File: src/rtl/regfile_access_ctrl.sv
// regfile_access_ctrl
//   Owns the single write port of the picoMIPS GPR file (addresses BASE..BASE+NGPR-1)
//   and shares it between core writeback and a host/debug loader using round-robin
//   arbitration. It also walks a host dump of every GPR over the Raddr1 read port,
//   using only the cycles in which the core leaves that port idle.
//
// Ports
//   clk, reset                   clock and synchronous active-high reset
//   cw_valid/cw_addr/cw_data     core write request; cw_ready is the same-cycle grant
//   hw_valid/hw_addr/hw_data     host write request; hw_ready is the same-cycle grant
//   rf_w/rf_waddr/rf_wdata       registered write strobe, address and data to regs
//   core_rd_busy                 the core is using Raddr1 in this cycle
//   rf_rsel/rf_raddr/rf_rdata    Raddr1 override and the Rdata1 return path
//   dump_start                   pulse that starts a dump of all GPRs
//   dump_busy                    a dump is in progress
//   dv_valid/dv_ready            handshake for dump words
//   dv_data/dv_idx               dump word and its GPR index
//   dump_done                    one-cycle pulse after the last dump word is accepted
//   err_illegal                  sticky flag: a write to a non-writable address was accepted
module regfile_access_ctrl #(
    parameter int N    = 8,
    parameter int NGPR = 4,
    parameter int BASE = 3
) (
    input  logic         clk,
    input  logic         reset,
    input  logic         cw_valid,
    input  logic [2:0]   cw_addr,
    input  logic [N-1:0] cw_data,
    output logic         cw_ready,
    input  logic         hw_valid,
    input  logic [2:0]   hw_addr,
    input  logic [N-1:0] hw_data,
    output logic         hw_ready,
    output logic         rf_w,
    output logic [2:0]   rf_waddr,
    output logic [N-1:0] rf_wdata,
    input  logic         core_rd_busy,
    output logic         rf_rsel,
    output logic [2:0]   rf_raddr,
    input  logic [N-1:0] rf_rdata,
    input  logic         dump_start,
    output logic         dump_busy,
    output logic         dv_valid,
    input  logic         dv_ready,
    output logic [N-1:0] dv_data,
    output logic [1:0]   dv_idx,
    output logic         dump_done,
    output logic         err_illegal
);

    localparam logic [2:0] BASE_A = 3'(BASE);
    localparam logic [1:0] LAST   = 2'(NGPR - 1);

    typedef enum logic {RR_CORE, RR_HOST} rr_t;
    typedef enum logic [1:0] {IDLE, READ, HOLD, DONE} state_t;

    function automatic logic addr_legal(input logic [2:0] a);
        return (int'(a) >= BASE) && (int'(a) < BASE + NGPR);
    endfunction

    rr_t            rr_last;
    logic           grant_c;
    logic           grant_h;
    logic           hs;
    logic [2:0]     sel_addr;
    logic [N-1:0]   sel_data;

    logic           w_p1;
    logic [2:0]     waddr_p1;
    logic [N-1:0]   wdata_p1;
    logic           err_q;

    state_t         state;
    state_t         state_nxt;
    logic [1:0]     idx;
    logic [1:0]     idx_nxt;
    logic [N-1:0]   dv_data_q;
    logic [1:0]     dv_idx_q;

    // Stage p0: combinational arbitration; ready is held low while in reset so
    // that no handshake can complete in a reset cycle.
    always_comb begin
        grant_c = 1'b0;
        grant_h = 1'b0;
        if (!reset) begin
            if (cw_valid && hw_valid) begin
                if (rr_last == RR_HOST) grant_c = 1'b1;
                else                    grant_h = 1'b1;
            end else begin
                grant_c = cw_valid;
                grant_h = hw_valid;
            end
        end
    end

    assign cw_ready = grant_c;
    assign hw_ready = grant_h;
    assign hs       = grant_c || grant_h;
    assign sel_addr = grant_h ? hw_addr : cw_addr;
    assign sel_data = grant_h ? hw_data : cw_data;

    always_ff @(posedge clk) begin
        if (reset) begin
            rr_last <= RR_HOST;
        end else if (grant_c) begin
            rr_last <= RR_CORE;
        end else if (grant_h) begin
            rr_last <= RR_HOST;
        end
    end

    // Stage p1: registered write issue. An illegal address still completes its
    // handshake but only raises the sticky error instead of strobing regs.
    always_ff @(posedge clk) begin
        if (reset) begin
            w_p1     <= 1'b0;
            waddr_p1 <= '0;
            wdata_p1 <= '0;
            err_q    <= 1'b0;
        end else begin
            w_p1 <= hs && addr_legal(sel_addr);
            if (hs && addr_legal(sel_addr)) begin
                waddr_p1 <= sel_addr;
                wdata_p1 <= sel_data;
            end else begin
                waddr_p1 <= '0;
                wdata_p1 <= '0;
            end
            if (hs && !addr_legal(sel_addr)) begin
                err_q <= 1'b1;
            end
        end
    end

    assign rf_w        = w_p1;
    assign rf_waddr    = waddr_p1;
    assign rf_wdata    = wdata_p1;
    assign err_illegal = err_q;

    // Dump FSM: state register
    always_ff @(posedge clk) begin
        if (reset) begin
            state <= IDLE;
            idx   <= '0;
        end else begin
            state <= state_nxt;
            idx   <= idx_nxt;
        end
    end

    // Dump FSM: next state
    always_comb begin
        state_nxt = state;
        idx_nxt   = idx;
        case (state)
            IDLE: begin
                if (dump_start) begin
                    state_nxt = READ;
                    idx_nxt   = '0;
                end
            end
            READ: begin
                // The core always owns Raddr1 when it asks for it.
                if (!core_rd_busy) begin
                    state_nxt = HOLD;
                end
            end
            HOLD: begin
                if (dv_ready) begin
                    if (idx == LAST) begin
                        state_nxt = DONE;
                    end else begin
                        state_nxt = READ;
                        idx_nxt   = idx + 2'd1;
                    end
                end
            end
            DONE: begin
                state_nxt = IDLE;
            end
            default: begin
                state_nxt = IDLE;
            end
        endcase
    end

    // Dump FSM: outputs
    always_comb begin
        rf_rsel   = (state == READ) && !core_rd_busy;
        rf_raddr  = rf_rsel ? (BASE_A + {1'b0, idx}) : 3'd0;
        dv_valid  = (state == HOLD);
        dump_busy = (state != IDLE);
        dump_done = (state == DONE);
    end

    // Dump word capture: Rdata1 is sampled in the stolen read cycle, so a write
    // landing on the same edge is not visible in the captured word.
    always_ff @(posedge clk) begin
        if (reset) begin
            dv_data_q <= '0;
            dv_idx_q  <= '0;
        end else if (rf_rsel) begin
            dv_data_q <= rf_rdata;
            dv_idx_q  <= idx;
        end
    end

    assign dv_data = dv_data_q;
    assign dv_idx  = dv_idx_q;

endmodule

File: config.mk
export PLATFORM = sky130hd
export DESIGN_NAME = regfile_access_ctrl
export DESIGN_NICKNAME = d
export VERILOG_FILES = /design/src/rtl/regfile_access_ctrl.sv
export SDC_FILE = /design/constraint.sdc
export NUM_CORES = 1
export LEC_CHECK = 0
export CAP_MARGIN = 40
export CORE_ASPECT_RATIO = 0.7
export CORE_MARGIN = 2
export CORE_UTILIZATION = 36
export DETAILED_ROUTE_END_ITERATION = 8
export PLACE_DENSITY = 0.76
export SLEW_MARGIN = 30
export SYNTH_ARGS = -nofsm -noshare
export SYNTH_HDL_FRONTEND = slang
export SYNTH_SLANG_ARGS = --single-unit
File: constraint.sdc
create_clock -name clk -period 1.35 [get_ports clk]
set_clock_uncertainty 0.15 [all_clocks]
set_input_delay 0.27 -clock clk [delete_from_list [all_inputs] [get_ports clk]]
set_output_delay 0.27 -clock clk [all_outputs]
set_load 0.03 [all_outputs]
Word-level counts from Yosys, hierarchy flattened
Index checks and enable logic that the tools add are counted.

word-level totals
  flip-flop bits (word level) = 28
  latch bits = 0
  RAM bits = 0
  bits in read-only memories = 0
  bits of input ports = 37
  output and inout bits = 32
  word-level logic and storage cells = 57
  memories = 0

cells by class
  add/sub/neg operators = 2
  $mul = 0
  divide/modulo/power cells = 0
  magnitude comparators = 2
  equality and inequality tests = 8
  shift operators = 0
  mux-type cells = 20
  bitwise gates (word level) = 1
  reductions and logical operators = 15

operator list
  cell                 count
  $mux 2               7
  $mux 1               8
  $mux 8               1
  $pmux 2 s4           1
  $eq 2x2->1 const B   3
  $mux 3               2
  $ne 2x2->1 const B   3
  $reduce_bool 2->1    3
  $logic_and 1x1->1    5
  $pmux 2 s2           1
  $reduce_and 4->1     1
  $add 2x2->3 const A  1
  $ge 3x2->1 const B   1
  $lt 3x3->1 const B   1
  $reduce_and 3->1     1
  $add 2x1->2 const B  1
  $eq 2x1->1 const B   1
  $logic_not 1->1      2
  $logic_not 2->1      1
  $ne 2x1->1 const B   1
  $reduce_or 2->1      1
  $logic_or 1x1->1     1
  $not 1->1            1

Longest topological paths before layout
  depth in word-level cells = 9
  gate-level depth with buffers = 6
  gate-level depth less buffers = 5

Worst setup path after synthesis
Ideal clock, no wire load.

  path kind = reg-to-output
  start = register rr_last
  end = output port cw_ready
  arrival = 1.244 ns
  required time = 0.930 ns
  slack = -0.314 ns
  stages on the path, launching flop included = 5
  buffers on the path = 0
  cell sequence = dfxtp_1 -> a21boi_2 -> nand2_1 -> inv_1 -> nor2_1

on the way
  longest elaborated chain between the ends = 3

ends and longest elaborated chain
  item                    RTL line  text
  from (decl)             62        rr_t rr_last;
  from (signal assigned)  105       rr_last <= RR_HOST;
  from (signal assigned)  107       rr_last <= RR_CORE;
  from (signal assigned)  109       rr_last <= RR_HOST;
  $mux 1                  88        if (rr_last == RR_HOST) grant_c = 1'b1;
  $mux 1                  87        if (cw_valid && hw_valid) begin
  $mux 1                  86        if (!reset) begin
  to (decl)               30        output logic cw_ready,

No other way between the ends.

Worst setup path after layout
  start = register idx[1]
  end = output port rf_raddr[1]

on the way
  longest elaborated chain between the ends = 2

ends and longest elaborated chain
  item                    RTL line  text
  from (decl)             76        logic [1:0] idx;
  from (signal assigned)  148       idx <= idx_nxt;
  $add 2x2->3             191       rf_raddr = rf_rsel ? (BASE_A + {1'b0, idx}) : 3'd0;
  $mux 3                  191
  to (decl)               40        output logic [2:0] rf_raddr,

No other way between the ends.

==> impl_metrics.csv <==
group,metric,value,unit
status,failed_checks,"negative setup slack",
global_routing,grt_first_pass_wirelength,8.155,mm
yosys,synth_area_per_cell,9.784,um^2
route,antenna_left,0,
floorplan,start_util,38.85,%
yosys,mappedNetlistNets,183,
flow_run,maxCapViolations,0,
yosys,post_synth_num_cell_types,39,
setup_path,timing.critical_path.cells,"inv_1, ha_4, nor2_4, buf_6",
route,post-route-drc-count,0,
setup_path,end_kind,"output port",
status,run_status,"finished with violations",
final_layout,areaGrowthSynthToFinish,101.9,%
sta,min_period,1.668,ns
setup_path,slowest_stage,"sky130_fd_sc_hd__dfxtp_2",
hold_path,holdCritStartpoint,"hw_valid",
floorplan,fp-row-count,18,
clocking,cts_num_sinks,28,
power_and_ir_drop,power.leakage,1.118,nW
floorplan,core_region_area,3626,um^2
global_routing,grt_antenna_before_repair,0,
place,dp.final_hpwl,3.273,mm
power_and_ir_drop,power.share.combinational,37.0,%
yosys,post_synthesis_share_of_cell_area_spent_on_and_or_nand_and_nor_gates,15.28,%
clocking,numCtsBuffers,3,
yosys,synth-warning-count,0,
power_and_ir_drop,power_switching_share,31.37,%
route,first_pass_iters,6,
yosys,synth_seq_area_share,39.79,%
sta,tightestPinTransition,0.3070,ns
setup_path,rr_endpoint,"dv_idx[1]",
global_routing,pin_count_of_the_biggest_net_entering_global_routing,15,
hold_path,worst_hold_path_type,"input port to flip-flop",
yosys,synth_xor_area_share,2.487,%
setup_path,critical_path.max_stage_delay,0.37,ns
clocking,htree_levels,1,
floorplan,fp.dieArea,4438,um^2
setup_path,regToRegSetupSlack,-0.20,ns
route,wl_per_cell,17.25,um
route,dr_total_vias,1572,
setup_path,timing.setup.critical_path_class,"flip-flop to output port",
sta,slew_viol_final,0,
sta,rsz0062_at_grt,"yes",
yosys,main_combinational_cell_family_by_area_after_synthesis,"compound AO/OA/AOI/OAI gates",
clocking,clkTransAtPathRegs,0.09,ns
route,dr.first_iter.drc_count,32,
setup_path,rr_startpoint,"state[1]",
sta,setup_slack,-0.3180,ns
yosys,share_of_the_synthesized_area_in_compound_gates_ao_oa_aoi_oai,26.38,%
place,gp_congestion,0.7975,
yosys,synthesized_netlist_cell_count,144,
floorplan,chip_width,78.77,um
sta,clock.fmax,599.5,MHz
sta,period_share,123.6,%
clocking,clock_tree_from_tritoncts,"done",
route,postRouteWirelength,5.088,mm
global_routing,global_route.overflow_total,0,
clocking,cts.path.max_buffers,2,
power_and_ir_drop,seqPwrFrac,41.6,%
power_and_ir_drop,p_int,0.001459,W
setup_path,crit_path_max_fanout,4,
final_layout,final_nets,286,
final_layout,final_layout_size_suffix_gt1_share,54.69,%
sta,setup_violations,34,
setup_path,rr_worst_depth,9,
sta,setup_tns,-4.450,ns
hold_path,hold_path_end,"rr_last",
clocking,clockRootBuffer,"sky130_fd_sc_hd__clkbuf_8",
hold_path,hold_depth,3,
floorplan,fp.dieH,56.34,um
clocking,number_of_hold_buffers_added_after_cts,0,
setup_path,worst-endpoint-required,0.93,ns
yosys,synth_adder_area_share,1.776,%
global_routing,grt_pass1_vias,1668,
place,port-buffer-count,68,
final_layout,diodes,0,
sta,finalHoldViolCount,0,
power_and_ir_drop,netSwitchingPower,0.0006668,W
power_and_ir_drop,max-vdd-ir-drop,0.5158,mV
setup_path,critPathArrivalTime,1.25,ns
global_routing,globalRouteTotalUtil,23.09,%
yosys,post_synth_mux_area_share,7.815,%
yosys,synth.cell_area,1409,um^2
power_and_ir_drop,pd_cells,747.3,nW/um^2
floorplan,boundaryPins,69,
sta,relSlewSlack,79.53,%
route,route.detailed.vias_per_inst,5.329,
clocking,worstSkewPairLatency,0.27,ns
power_and_ir_drop,power,0.002125,W
power_and_ir_drop,clock_power_share,21.4,%
yosys,synth_seq_cells,28,
setup_path,critPathLaunchType,"flip-flop",
## layout by cell type (no fill, tap or decap), types with 3 or more instances in the layout
cell                              instances
sky130_fd_sc_hd__buf_6                   17
sky130_fd_sc_hd__clkdlybuf4s50_1         26
sky130_fd_sc_hd__o221ai_2                 3
sky130_fd_sc_hd__dlygate4sd2_1            7
sky130_fd_sc_hd__buf_4                   49
sky130_fd_sc_hd__mux2i_1                 10
sky130_fd_sc_hd__a21oi_2                  7
sky130_fd_sc_hd__dfxtp_2                  4
sky130_fd_sc_hd__o2111ai_1                8
sky130_fd_sc_hd__a21oi_1                  4
sky130_fd_sc_hd__nand2_1                  4
sky130_fd_sc_hd__a21boi_4                 3
sky130_fd_sc_hd__nor2_1                  12
sky130_fd_sc_hd__nor2_4                   5
sky130_fd_sc_hd__clkbuf_8                 3
sky130_fd_sc_hd__buf_12                   5
sky130_fd_sc_hd__dfxtp_1                 23
sky130_fd_sc_hd__o221ai_4                 5
## stage by stage
step	instance area [um^2]	hold slack [ns]	setup WS (ns)	instances	util (%)
3_5_place_dp	2312	0.3371	-0.4985	280	63.77
4_1_cts	2685	0.2845	-0.3121	293	74.05
2_1_floorplan	1455	0.2529	-0.09819	144	-
5_1_grt	2844	0.3733	-0.3500	295	78.43
3_3_place_gp	2312	0.3245	-0.4487	280	63.77
6_report	2844	0.3281	-0.3180	295	78.43
## cell usage after synthesis
cell type	count	area, um^2
sky130_fd_sc_hd__a2111oi_2	1	15.01
sky130_fd_sc_hd__a2111oi_4	1	27.53
sky130_fd_sc_hd__a211oi_1	1	7.510
sky130_fd_sc_hd__a21bo_2	1	10.01
sky130_fd_sc_hd__a21boi_2	1	11.26
sky130_fd_sc_hd__a21boi_4	2	37.54
sky130_fd_sc_hd__a21oi_1	11	55.05
sky130_fd_sc_hd__a311o_1	1	10.01
sky130_fd_sc_hd__a32oi_1	2	17.52
sky130_fd_sc_hd__and2_1	2	12.51
sky130_fd_sc_hd__and3b_1	2	17.52
sky130_fd_sc_hd__buf_2	1	5.000
sky130_fd_sc_hd__buf_4	2	15.01
sky130_fd_sc_hd__buf_6	3	33.78
sky130_fd_sc_hd__clkbuf_1	3	11.26
sky130_fd_sc_hd__clkbuf_4	1	7.510
sky130_fd_sc_hd__dfxtp_1	28	560.5
sky130_fd_sc_hd__ha_1	2	25.02
sky130_fd_sc_hd__inv_1	5	18.77
sky130_fd_sc_hd__mux2i_1	11	110.1
sky130_fd_sc_hd__nand2_1	6	22.52
sky130_fd_sc_hd__nand2b_1	3	18.77
sky130_fd_sc_hd__nand3_1	1	5.000
sky130_fd_sc_hd__nand3b_1	2	15.01
sky130_fd_sc_hd__nor2_1	17	63.81
sky130_fd_sc_hd__nor2_2	1	6.260
sky130_fd_sc_hd__nor2b_1	2	12.51
sky130_fd_sc_hd__nor3_1	1	5.000
sky130_fd_sc_hd__nor3_2	1	10.01
sky130_fd_sc_hd__nor3b_1	1	7.510
sky130_fd_sc_hd__nor4_2	1	12.51
sky130_fd_sc_hd__o2111ai_1	8	70.07
sky130_fd_sc_hd__o21a_1	1	7.510
sky130_fd_sc_hd__o21ai_0	3	15.01
sky130_fd_sc_hd__o221ai_1	8	70.07
sky130_fd_sc_hd__o2bb2ai_1	2	17.52
sky130_fd_sc_hd__or2_2	1	6.260
sky130_fd_sc_hd__xnor2_1	2	17.52
sky130_fd_sc_hd__xor2_1	2	17.52
## power groups by stage
stage	logic [W]	clock network, W	registers [W]
floorplan	0.000229	0	0.000966
global placement	0.000586	0	0.000899
detailed placement	0.000597	0	0.000901
CTS	0.000707	0.000458	0.000881
global route	0.000827	0.000496	0.000887
finish	0.000786	0.000455	0.000884
## cells by family after synthesis
| group | after synthesis |
|---|---|
| AOI/OAI and AO/OA | 43 |
| and+or+nand+nor | 41 |
| DFF | 28 |
| buffers and inverters | 15 |
| muxes | 11 |
| xor gates and xnor gates | 4 |
| adders and majority gates | 2 |
## worst max-delay path: cells and delay by family (launching register included)
kind                       cells  cell delay (ns)
adders and majority gates      1             0.25
buffers and inverters          2             0.23
DFF                            1             0.37
and+or+nand+nor                1             0.12
## layout make-up
class | instances | area, um^2
well taps | 50 | 62.56
fillers | 229 | 782.0
clock buffers | 3 | 41.29
inverters | 5 | 21.27
repair buffers | 108 | 1041
multi-input cells | 101 | 1109
flip-flops and latches | 28 | 569.3
## timing repair
item,4_1_cts,5_1_grt
endpoints found under the setup margin,34,35
gates resized for setup,72,30
buffers inserted,10,4
pin swaps,23,8
cloned,1,0
## flip-flops by register name (all words and copies together) (netlist names)
| signal | cells |
|---|---|
| dv_idx | 2 |
| rf_wdata | 8 |
| rf_w | 1 |
| idx | 2 |
| rr_last | 1 |
| rf_waddr | 3 |
| state | 2 |
| dv_data | 8 |
| err_illegal | 1 |
## per-layer routing
layer | vias up | GRT usage [%] | part of all wire [%]
li1 | 738 | - | -
met1 | 762 | 26.68 | 39
met2 | 65 | 43.47 | 54
met3 | 7 | 5.949 | 6.2
met4 | 0 | 3.509 | 1.0
met5 | - | 0 | 0
## worst max-delay path by stage
stage                   from     endpoint  slack, ns  cells after the start
finish                idx[1]  rf_raddr[1]      -0.32                      4
global route        state[1]  rf_raddr[2]      -0.35                      6
CTS                 state[1]  rf_raddr[2]      -0.31                      6
detailed placement  hw_valid     cw_ready      -0.50                      6
global placement    hw_valid     cw_ready      -0.45                      6
floorplan            rr_last     cw_ready       -0.1                      4
(Power assumes the default switching activity.)
